## config.mk

```make
export PLATFORM = sky130hd
export DESIGN_NAME = i3c_ctrlreg_bank_flat
export DESIGN_NICKNAME = d
export VERILOG_FILES = /design/src/rtl/i3c_ctrlreg_bank_pkg.sv /design/src/rtl/i3c_ctrlreg_bank_if.sv /design/src/rtl/i3c_ctrlreg_bank_sticky_w1c.sv /design/src/rtl/i3c_ctrlreg_bank.sv /design/src/flat_wrapper.sv
export SDC_FILE = /design/constraint.sdc
export NUM_CORES = 1
export LEC_CHECK = 0
export CORE_MARGIN = 2
export CORE_UTILIZATION = 40
export DETAILED_ROUTE_END_ITERATION = 12
export MAX_ROUTING_LAYER = met4
export PLACE_DENSITY = 0.76
export SYNTH_ARGS = -nofsm -noshare
export SYNTH_HDL_FRONTEND = slang
export SYNTH_SLANG_ARGS = --single-unit
```

## constraint.sdc

```tcl
create_clock -name i_clk -period 2.3 [get_ports i_clk]
set_clock_uncertainty 0.1 [all_clocks]
set_input_delay 0.23 -clock i_clk [delete_from_list [all_inputs] [get_ports i_clk]]
set_output_delay 0.23 -clock i_clk [all_outputs]
set_load 0.005 [all_outputs]
```

## src/rtl/i3c_ctrlreg_bank_pkg.sv

```systemverilog
// ============================================================================
// Module : i3c_ctrlreg_pkg
// Brief  : Register offsets, bit indices and command-state type shared by the
//          I3C master CSR bank.
// Rev    : 1.0
// ============================================================================
`default_nettype none

package i3c_ctrlreg_pkg;

  localparam logic [7:0] c_ADDR_CTRL   = 8'h00;
  localparam logic [7:0] c_ADDR_CMD    = 8'h04;
  localparam logic [7:0] c_ADDR_STATUS = 8'h08;
  localparam logic [7:0] c_ADDR_MASK   = 8'h0C;
  localparam logic [7:0] c_ADDR_PRESC  = 8'h10;

  localparam int c_CTRL_CORE_EN  = 0;
  localparam int c_CTRL_ACK_EN   = 1;
  localparam int c_CTRL_INT_EN   = 2;
  localparam int c_CTRL_SOFT_RST = 31;

  localparam int c_CMD_START = 0;
  localparam int c_CMD_STOP  = 1;

  localparam int c_STAT_BUSY = 16;
  localparam int c_STAT_OVF  = 17;
  localparam int c_STAT_DIS  = 18;

  typedef enum logic [0:0] {
    CMD_IDLE = 1'b0,
    CMD_PEND = 1'b1
  } cmd_state_e;

endpackage

`default_nettype wire

```

## src/rtl/i3c_ctrlreg_bank_if.sv

```systemverilog
// ============================================================================
// Module : i3c_ctrlreg_bank_if
// Brief  : CPU register-port bundle between a bus master and the CSR bank.
// Rev    : 1.0
// ============================================================================
`default_nettype none

interface i3c_ctrlreg_bank_if #(
  parameter int ADDR_W = 8,
  parameter int DATA_W = 32
);
  logic [ADDR_W-1:0] i_cpu_addr;
  logic [DATA_W-1:0] i_cpu_wdata;
  logic              i_cpu_wr_en;
  logic              i_cpu_rd_en;
  logic [DATA_W-1:0] o_cpu_rdata;
  logic              o_cpu_rvalid;
  logic              o_cpu_err;

  modport master (
    output i_cpu_addr, i_cpu_wdata, i_cpu_wr_en, i_cpu_rd_en,
    input  o_cpu_rdata, o_cpu_rvalid, o_cpu_err
  );

  modport slave (
    input  i_cpu_addr, i_cpu_wdata, i_cpu_wr_en, i_cpu_rd_en,
    output o_cpu_rdata, o_cpu_rvalid, o_cpu_err
  );
endinterface

`default_nettype wire

```

## src/rtl/i3c_ctrlreg_bank_sticky_w1c.sv

```systemverilog
// ============================================================================
// Module : i3c_sticky_w1c
// Brief  : Array of sticky event bits, write-1-to-clear, set wins over clear;
//          i_clr_all wipes the whole array synchronously.
// Rev    : 1.0
// ============================================================================
`default_nettype none

module i3c_sticky_w1c #(
  parameter int W = 8
) (
  input  logic         i_clk,
  input  logic         i_rst,
  input  logic         i_clr_all,
  input  logic [W-1:0] i_set,
  input  logic [W-1:0] i_clr,
  output logic [W-1:0] o_q
);

  logic [W-1:0] r_q;

  always_ff @(posedge i_clk) begin
    if (i_rst || i_clr_all) begin
      r_q <= '0;
    end else begin
      r_q <= (r_q & ~i_clr) | i_set;
    end
  end

  assign o_q = r_q;

endmodule

`default_nettype wire

```

## src/rtl/i3c_ctrlreg_bank.sv

```systemverilog
// ============================================================================
// Module : i3c_ctrlreg_bank
// Brief  : CPU-facing CSR bank for the I3C master: control, command handshake,
//          sticky event status, masked interrupt and registered read-back.
// Rev    : 1.0
// ============================================================================
`default_nettype none

module i3c_ctrlreg_bank
  import i3c_ctrlreg_pkg::*;
#(
  parameter int                 DATA_W    = 32,
  parameter int                 ADDR_W    = 8,
  parameter int                 NUM_EVT   = 8,
  parameter int                 PRESC_W   = 16,
  parameter logic [PRESC_W-1:0] PRESC_RST = PRESC_W'(124)
) (
  input  logic               i_clk,
  input  logic               i_rst,
  i3c_ctrlreg_bank_if.slave  cpu,
  output logic               o_core_en,
  output logic               o_ack_en,
  output logic [PRESC_W-1:0] o_prescale,
  output logic               o_soft_rst,
  output logic               o_cmd_valid,
  output logic               o_cmd_start,
  output logic               o_cmd_stop,
  input  logic               i_cmd_ready,
  input  logic [NUM_EVT-1:0] i_evt,
  output logic               o_irq
);

  // Sticky vector layout: {CMD_DIS, CMD_OVF, EVT[NUM_EVT-1:0]}
  localparam int SW = NUM_EVT + 2;

  logic [ADDR_W-3:0] w_word;
  logic              w_sel_ctrl, w_sel_cmd, w_sel_status, w_sel_mask, w_sel_presc;
  logic              w_mapped, w_wr, w_rd;
  logic [DATA_W-1:0] w_wd;
  logic              w_soft, w_cmd_wr;
  logic [SW-1:0]     w_set, w_clr, w_status;
  logic [DATA_W-1:0] w_rd_mux;
  logic              w_unused;

  logic               r_core_en, r_ack_en, r_int_en, r_soft_rst;
  logic [SW-1:0]      r_mask;
  logic [PRESC_W-1:0] r_prescale;
  cmd_state_e         r_state;
  logic               r_start, r_stop;
  logic [DATA_W-1:0]  r_rdata;
  logic               r_rvalid, r_err, r_irq;

  assign w_word       = cpu.i_cpu_addr[ADDR_W-1:2];
  assign w_sel_ctrl   = (w_word == (ADDR_W-2)'(c_ADDR_CTRL   >> 2));
  assign w_sel_cmd    = (w_word == (ADDR_W-2)'(c_ADDR_CMD    >> 2));
  assign w_sel_status = (w_word == (ADDR_W-2)'(c_ADDR_STATUS >> 2));
  assign w_sel_mask   = (w_word == (ADDR_W-2)'(c_ADDR_MASK   >> 2));
  assign w_sel_presc  = (w_word == (ADDR_W-2)'(c_ADDR_PRESC  >> 2));
  assign w_mapped     = w_sel_ctrl | w_sel_cmd | w_sel_status | w_sel_mask | w_sel_presc;
  assign w_wr         = cpu.i_cpu_wr_en;
  assign w_rd         = cpu.i_cpu_rd_en;
  assign w_wd         = cpu.i_cpu_wdata;
  assign w_unused     = ^{cpu.i_cpu_addr[1:0], w_wd};

  assign w_soft   = w_wr & w_sel_ctrl & w_wd[c_CTRL_SOFT_RST];
  assign w_cmd_wr = w_wr & w_sel_cmd & (w_wd[c_CMD_START] | w_wd[c_CMD_STOP]);

  // A write landing in PEND (accept cycle included) is an overflow, never queued.
  assign w_set = {w_cmd_wr & (r_state == CMD_IDLE) & ~r_core_en,
                  w_cmd_wr & (r_state == CMD_PEND),
                  i_evt};
  assign w_clr = (w_wr & w_sel_status)
               ? {w_wd[c_STAT_DIS], w_wd[c_STAT_OVF], w_wd[NUM_EVT-1:0]} : '0;

  i3c_sticky_w1c #(.W(SW)) u_status (
    .i_clk     (i_clk),
    .i_rst     (i_rst),
    .i_clr_all (w_soft),
    .i_set     (w_set),
    .i_clr     (w_clr),
    .o_q       (w_status)
  );

  always_ff @(posedge i_clk) begin
    if (i_rst) begin
      r_core_en  <= 1'b0;
      r_ack_en   <= 1'b0;
      r_int_en   <= 1'b0;
      r_soft_rst <= 1'b0;
      r_mask     <= '0;
      r_prescale <= PRESC_RST;
    end else begin
      r_soft_rst <= w_soft;
      if (w_wr && w_sel_ctrl) begin
        r_core_en <= w_wd[c_CTRL_CORE_EN];
        r_ack_en  <= w_wd[c_CTRL_ACK_EN];
        r_int_en  <= w_wd[c_CTRL_INT_EN];
      end
      if (w_wr && w_sel_mask) begin
        r_mask <= {w_wd[c_STAT_DIS], w_wd[c_STAT_OVF], w_wd[NUM_EVT-1:0]};
      end
      if (w_wr && w_sel_presc) begin
        r_prescale <= w_wd[PRESC_W-1:0];
      end
    end
  end

  always_ff @(posedge i_clk) begin
    if (i_rst || w_soft) begin
      r_state <= CMD_IDLE;
      r_start <= 1'b0;
      r_stop  <= 1'b0;
    end else begin
      unique case (r_state)
        CMD_IDLE: begin
          if (w_cmd_wr && r_core_en) begin
            r_state <= CMD_PEND;
            r_start <= w_wd[c_CMD_START];
            r_stop  <= w_wd[c_CMD_STOP];
          end
        end
        CMD_PEND: begin
          if (i_cmd_ready) begin
            r_state <= CMD_IDLE;
            r_start <= 1'b0;
            r_stop  <= 1'b0;
          end
        end
        default: r_state <= CMD_IDLE;
      endcase
    end
  end

  always_comb begin
    w_rd_mux = '0;
    if (w_sel_ctrl) begin
      w_rd_mux[c_CTRL_CORE_EN] = r_core_en;
      w_rd_mux[c_CTRL_ACK_EN]  = r_ack_en;
      w_rd_mux[c_CTRL_INT_EN]  = r_int_en;
    end else if (w_sel_status) begin
      w_rd_mux[NUM_EVT-1:0] = w_status[NUM_EVT-1:0];
      w_rd_mux[c_STAT_BUSY] = (r_state == CMD_PEND);
      w_rd_mux[c_STAT_OVF]  = w_status[NUM_EVT];
      w_rd_mux[c_STAT_DIS]  = w_status[NUM_EVT+1];
    end else if (w_sel_mask) begin
      w_rd_mux[NUM_EVT-1:0] = r_mask[NUM_EVT-1:0];
      w_rd_mux[c_STAT_OVF]  = r_mask[NUM_EVT];
      w_rd_mux[c_STAT_DIS]  = r_mask[NUM_EVT+1];
    end else if (w_sel_presc) begin
      w_rd_mux[PRESC_W-1:0] = r_prescale;
    end
  end

  always_ff @(posedge i_clk) begin
    if (i_rst) begin
      r_rdata  <= '0;
      r_rvalid <= 1'b0;
      r_err    <= 1'b0;
      r_irq    <= 1'b0;
    end else begin
      r_rdata  <= w_rd ? w_rd_mux : '0;
      r_rvalid <= w_rd;
      r_err    <= (w_rd | w_wr) & ~w_mapped;
      r_irq    <= r_int_en & (|(w_status & r_mask));
    end
  end

  assign cpu.o_cpu_rdata  = r_rdata;
  assign cpu.o_cpu_rvalid = r_rvalid;
  assign cpu.o_cpu_err    = r_err;
  assign o_core_en        = r_core_en;
  assign o_ack_en         = r_ack_en;
  assign o_prescale       = r_prescale;
  assign o_soft_rst       = r_soft_rst;
  assign o_cmd_valid      = (r_state == CMD_PEND);
  assign o_cmd_start      = r_start;
  assign o_cmd_stop       = r_stop;
  assign o_irq            = r_irq;

endmodule

`default_nettype wire

```

## src/flat_wrapper.sv

```systemverilog
// flat-port wrapper written by rule: the top's interface ports become plain ports
module i3c_ctrlreg_bank_flat import i3c_ctrlreg_pkg::*;
#(
  parameter int                 DATA_W    = 32,
  parameter int                 ADDR_W    = 8,
  parameter int                 NUM_EVT   = 8,
  parameter int                 PRESC_W   = 16,
  parameter logic [PRESC_W-1:0] PRESC_RST = PRESC_W'(124)
)
  (i_clk, i_rst, o_core_en, o_ack_en, o_prescale, o_soft_rst, o_cmd_valid, o_cmd_start, o_cmd_stop, i_cmd_ready, i_evt, o_irq, cpu_i_cpu_addr, cpu_i_cpu_wdata, cpu_i_cpu_wr_en, cpu_i_cpu_rd_en, cpu_o_cpu_rdata, cpu_o_cpu_rvalid, cpu_o_cpu_err);
  i3c_ctrlreg_bank_if #(.ADDR_W(ADDR_W), .DATA_W(DATA_W)) cpu_i ();
  input  logic i_clk;
  input  logic i_rst;
  output logic o_core_en;
  output logic o_ack_en;
  output logic [PRESC_W-1:0] o_prescale;
  output logic o_soft_rst;
  output logic o_cmd_valid;
  output logic o_cmd_start;
  output logic o_cmd_stop;
  input  logic i_cmd_ready;
  input  logic [NUM_EVT-1:0] i_evt;
  output logic o_irq;
  input wire logic [$bits(cpu_i.i_cpu_addr)-1:0] cpu_i_cpu_addr;
  input wire logic [$bits(cpu_i.i_cpu_wdata)-1:0] cpu_i_cpu_wdata;
  input wire logic [$bits(cpu_i.i_cpu_wr_en)-1:0] cpu_i_cpu_wr_en;
  input wire logic [$bits(cpu_i.i_cpu_rd_en)-1:0] cpu_i_cpu_rd_en;
  output wire logic [$bits(cpu_i.o_cpu_rdata)-1:0] cpu_o_cpu_rdata;
  output wire logic [$bits(cpu_i.o_cpu_rvalid)-1:0] cpu_o_cpu_rvalid;
  output wire logic [$bits(cpu_i.o_cpu_err)-1:0] cpu_o_cpu_err;
  assign cpu_i.i_cpu_addr = cpu_i_cpu_addr;
  assign cpu_i.i_cpu_wdata = cpu_i_cpu_wdata;
  assign cpu_i.i_cpu_wr_en = cpu_i_cpu_wr_en;
  assign cpu_i.i_cpu_rd_en = cpu_i_cpu_rd_en;
  assign cpu_o_cpu_rdata = cpu_i.o_cpu_rdata;
  assign cpu_o_cpu_rvalid = cpu_i.o_cpu_rvalid;
  assign cpu_o_cpu_err = cpu_i.o_cpu_err;
  i3c_ctrlreg_bank #(.DATA_W(DATA_W), .ADDR_W(ADDR_W), .NUM_EVT(NUM_EVT), .PRESC_W(PRESC_W), .PRESC_RST(PRESC_RST)) u_core (.i_clk(i_clk), .i_rst(i_rst), .cpu(cpu_i), .o_core_en(o_core_en), .o_ack_en(o_ack_en), .o_prescale(o_prescale), .o_soft_rst(o_soft_rst), .o_cmd_valid(o_cmd_valid), .o_cmd_start(o_cmd_start), .o_cmd_stop(o_cmd_stop), .i_cmd_ready(i_cmd_ready), .i_evt(i_evt), .o_irq(o_irq));
endmodule
```

==> flow_summary.toml <==
[status]
outcome = "finished clean"

[sta]
period_minus_slack_ns = 1.91
hold_viol = 0
slew_headroom_pct = 66.5
worstMarginPinSlew_ns = 0.496
fmax_mhz = 523
drv_slew = 0
setup_violations = 0
fin_tns_setup_ns = 0
holdWs_ns = 0.338
post-route-period-util_pct = 83.2
rsz0062_at_grt = "no"

[clocking]
cts_setup_buffers = 0
ctsHoldBuffers = 0
cts_tree = "yes"
htree_levels = 3
ctsRootBufferMaster = "clkbuf_8"
cts_buffer_depth = 2
post_cts_resized = 0
cts.clk_slew.worst_paths_ns = 0.07
worstSkewPairLatency_ns = 0.34
cts_buffers = 9
cts.sink_count = 65

[worst_hold_path]
min_path_type = "in -> reg"
hp-start = "cpu_i_cpu_wdata[13]"

[die]
start_util_pct = 41.9
die_w_microns = 86.3
die_h_microns = 86.3
dieArea_sq_um = 7440
ios = 110
core_area_sq_um = 6460
rows = 29

[logic_synthesis]
synth_compound_area_share_pct = 17.2
synth_mux_area_share_pct = 1.90
yosysSeqAreaShare_pct = 48.1
synth-edff-count = 0
synthCells = 300
synth.largest_area_cell = "dfxtp_1"
syn_area_sq_um = 2710
synthAdderAreaFrac_pct = 0
syn_avg_cell_area_sq_um = 9.02
synth-xor-area-share_pct = 0
ys.flop_type = "dfxtp_1"
synth_top_area_share_pct = 48.1
yosysUniqueCellTypes = 44
synth_area_leaders = "dfxtp_1, nand2_1, a21oi_1"
synth_simple_gate_area_share_pct = 24.1
synth-seq-cells = 65
ys_async_sr_fraction_pct = 0
yosys_warnings = 0
synth_top_family_by_area = "simple AND/OR/NAND/NOR gates"

[worst_setup_path]
required_ns = 2.46
path_buf_inv = 2
start_kind = "primary input"
cp_slowest_cell = "and3_1"
rrSetupSlack_ns = 0.70
path_cells = "clkdlybuf4s50_1 -> buf_4 -> nor4_2 -> and3_1 -> a221oi_1 -> nor3_1"
cp.arrival_ns = 2.07
startpoint = "cpu_i_cpu_addr[4]"
rr_startpoint = "u_core.o_cmd_valid"
crit_family = "simple AND/OR/NAND/NOR gates"
critical_path_peak_fanout = 8
end_kind = "register"
worstSetupPathType = "in -> reg"
critPathMaxStageDelay_ns = 0.46

[power]
swShare_pct = 22.8
intPower_mw = 1.77
p_leak_nw = 1.44
powerDensity_nw_per_um2 = 599
clockPowerShare_pct = 41.2
power.switching_mw = 0.524
p_comb_share_pct = 8.6
vdd_drop_max_uv = 283
seqPwrFrac_pct = 50.2

[cells_and_area]
final_area_sq_um = 3830
fin_util_pct = 59.3
diodes = 0
drive_above_1_share_pct = 14.2
area_delta_synth_final_pct = 41.6
fin_nets = 450

[global_routing]
track_usage_pct = 20.7
grt_pass1_wl_microns = 11500
grt_overflow_total = 0
grt_start_max_net_pins = 39
antenna_found_initial = 0
grt_pass1_vias = 2355

[route]
routed_via_density = 5.21
firstDrtPassIters = 5
drt-initial-drc-count = 130
drt-total-wl_microns = 7250
antenna_left = 0
drcViolationCount = 0
vias = 2494
wl_per_cell_microns = 15.1

[place]
port_buffers = 81
dpl_cell_area_sq_um = 3640
dp_hpwl_microns = 5290
gp_congestion = 0.920

[flow_run]
maxCapViolCount = 0
[worst paths after layout]
check / to / cells past startpoint
worst max-delay path: u_core.cpu.o_cpu_rdata[6] / 6
worst min-delay path: u_core.o_prescale[13] / 3
worst max register to register: u_core.o_cmd_stop / 4
worst min register to register: u_core.o_prescale[14] / 2
[Yosys cell counts (all sizes together) (2+ instances only)]
master / count
nor2b: 5
nand2b: 2
clkbuf: 10
a21oi: 27
nand3: 4
nor3: 19
nor4: 2
buf: 21
a311oi: 9
nor2: 28
a21bo: 2
nand4: 4
a22o: 2
a22oi: 3
a221oi: 7
nand2: 47
and2: 2
inv: 10
dfxtp: 65
and3: 11
mux2i: 4
[layer usage]
| metal | wire length, microns | global-route usage (%) | vias up |
|---|---|---|---|
| li1 | - | - | 1218 |
| met1 | 3230 | 26.1 | 1147 |
| met2 | 3390 | 31.8 | 112 |
| met3 | 477 | 4.38 | 17 |
| met4 | 150 | 9.80 | 0 |
| met5 | 0 | - | - |
[cells by family (layout without fill, tap and decap cells)]
| group | Yosys count | count (layout) |
|---|---|---|
| flops | 65 | 65 |
| compound gates | 58 | 58 |
| buf+inv | 41 | 131 |
| other cells | 1 | 13 |
| simple gates | 130 | 130 |
| mux | 5 | 5 |
[power groups by stage]
stage | Sequential, mW | Clock (mW) | Combinational, mW
finish | 1.15 | 0.945 | 0.198
global route | 1.15 | 1.01 | 0.214
CTS | 1.15 | 0.954 | 0.197
detailed placement | 1.18 | 0 | 0.196
global placement | 1.18 | 0 | 0.191
floorplan | 1.17 | 0 | 0.0980
[per-stage QoR]
| step | worst slack, ns | power [mW] | std cells |
|---|---|---|---|
| 5_1_grt | 0.241 | 2.38 | 479 |
| 6_report | 0.387 | 2.30 | 479 |
| 4_1_cts | 0.423 | 2.30 | 479 |
| 3_3_place_gp | 0.0806 | 1.37 | 463 |
| 2_1_floorplan | 0.545 | 1.27 | 312 |
| 3_5_place_dp | 0.0553 | 1.37 | 463 |
[registers in the layout (all words and copies together) (netlist names)]
signal                   flops
u_core.o_cmd_start           1
u_core.o_soft_rst            1
u_core.o_core_en             1
u_core.o_prescale           16
u_core.o_ack_en              1
u_core.cpu.o_cpu_rdata      19
u_core.r_int_en              1
u_core.o_cmd_valid           1
u_core.cpu.o_cpu_err         1
u_core.cpu.o_cpu_rvalid      1
u_core.u_status.o_q         10
u_core.o_irq                 1
u_core.r_mask               10
u_core.o_cmd_stop            1
[tightest hold or removal path: stages]
cell and delay (ns):
clkdlybuf4s50_1 0.40, nand2_1 0.06, a21oi_1 0.05
[cells in the final DEF, fill, tap and decap left out, types with 4 or more instances in the layout]
cell type,n
a21oi_1,22
a21oi_2,5
a221oi_1,7
a311oi_1,4
a311oi_2,5
and3_1,11
buf_4,24
clkbuf_8,10
clkdlybuf4s50_1,81
conb_1,13
dfxtp_1,65
inv_1,10
mux2i_1,4
nand2_1,47
nand3_1,4
nand4_1,4
nor2_1,28
nor2b_1,5
nor3_1,16
[cell type report]
type / count / area, sq um
fillers: 567 / 2630
flip-flops and latches: 65 / 1300
multi-input cells: 206 / 1220
repair buffers: 105 / 991
clock buffers: 13 / 149
well taps: 77 / 96.3
clock inverters: 3 / 40.0
inverters: 10 / 37.5
(Power assumes the default switching activity.)
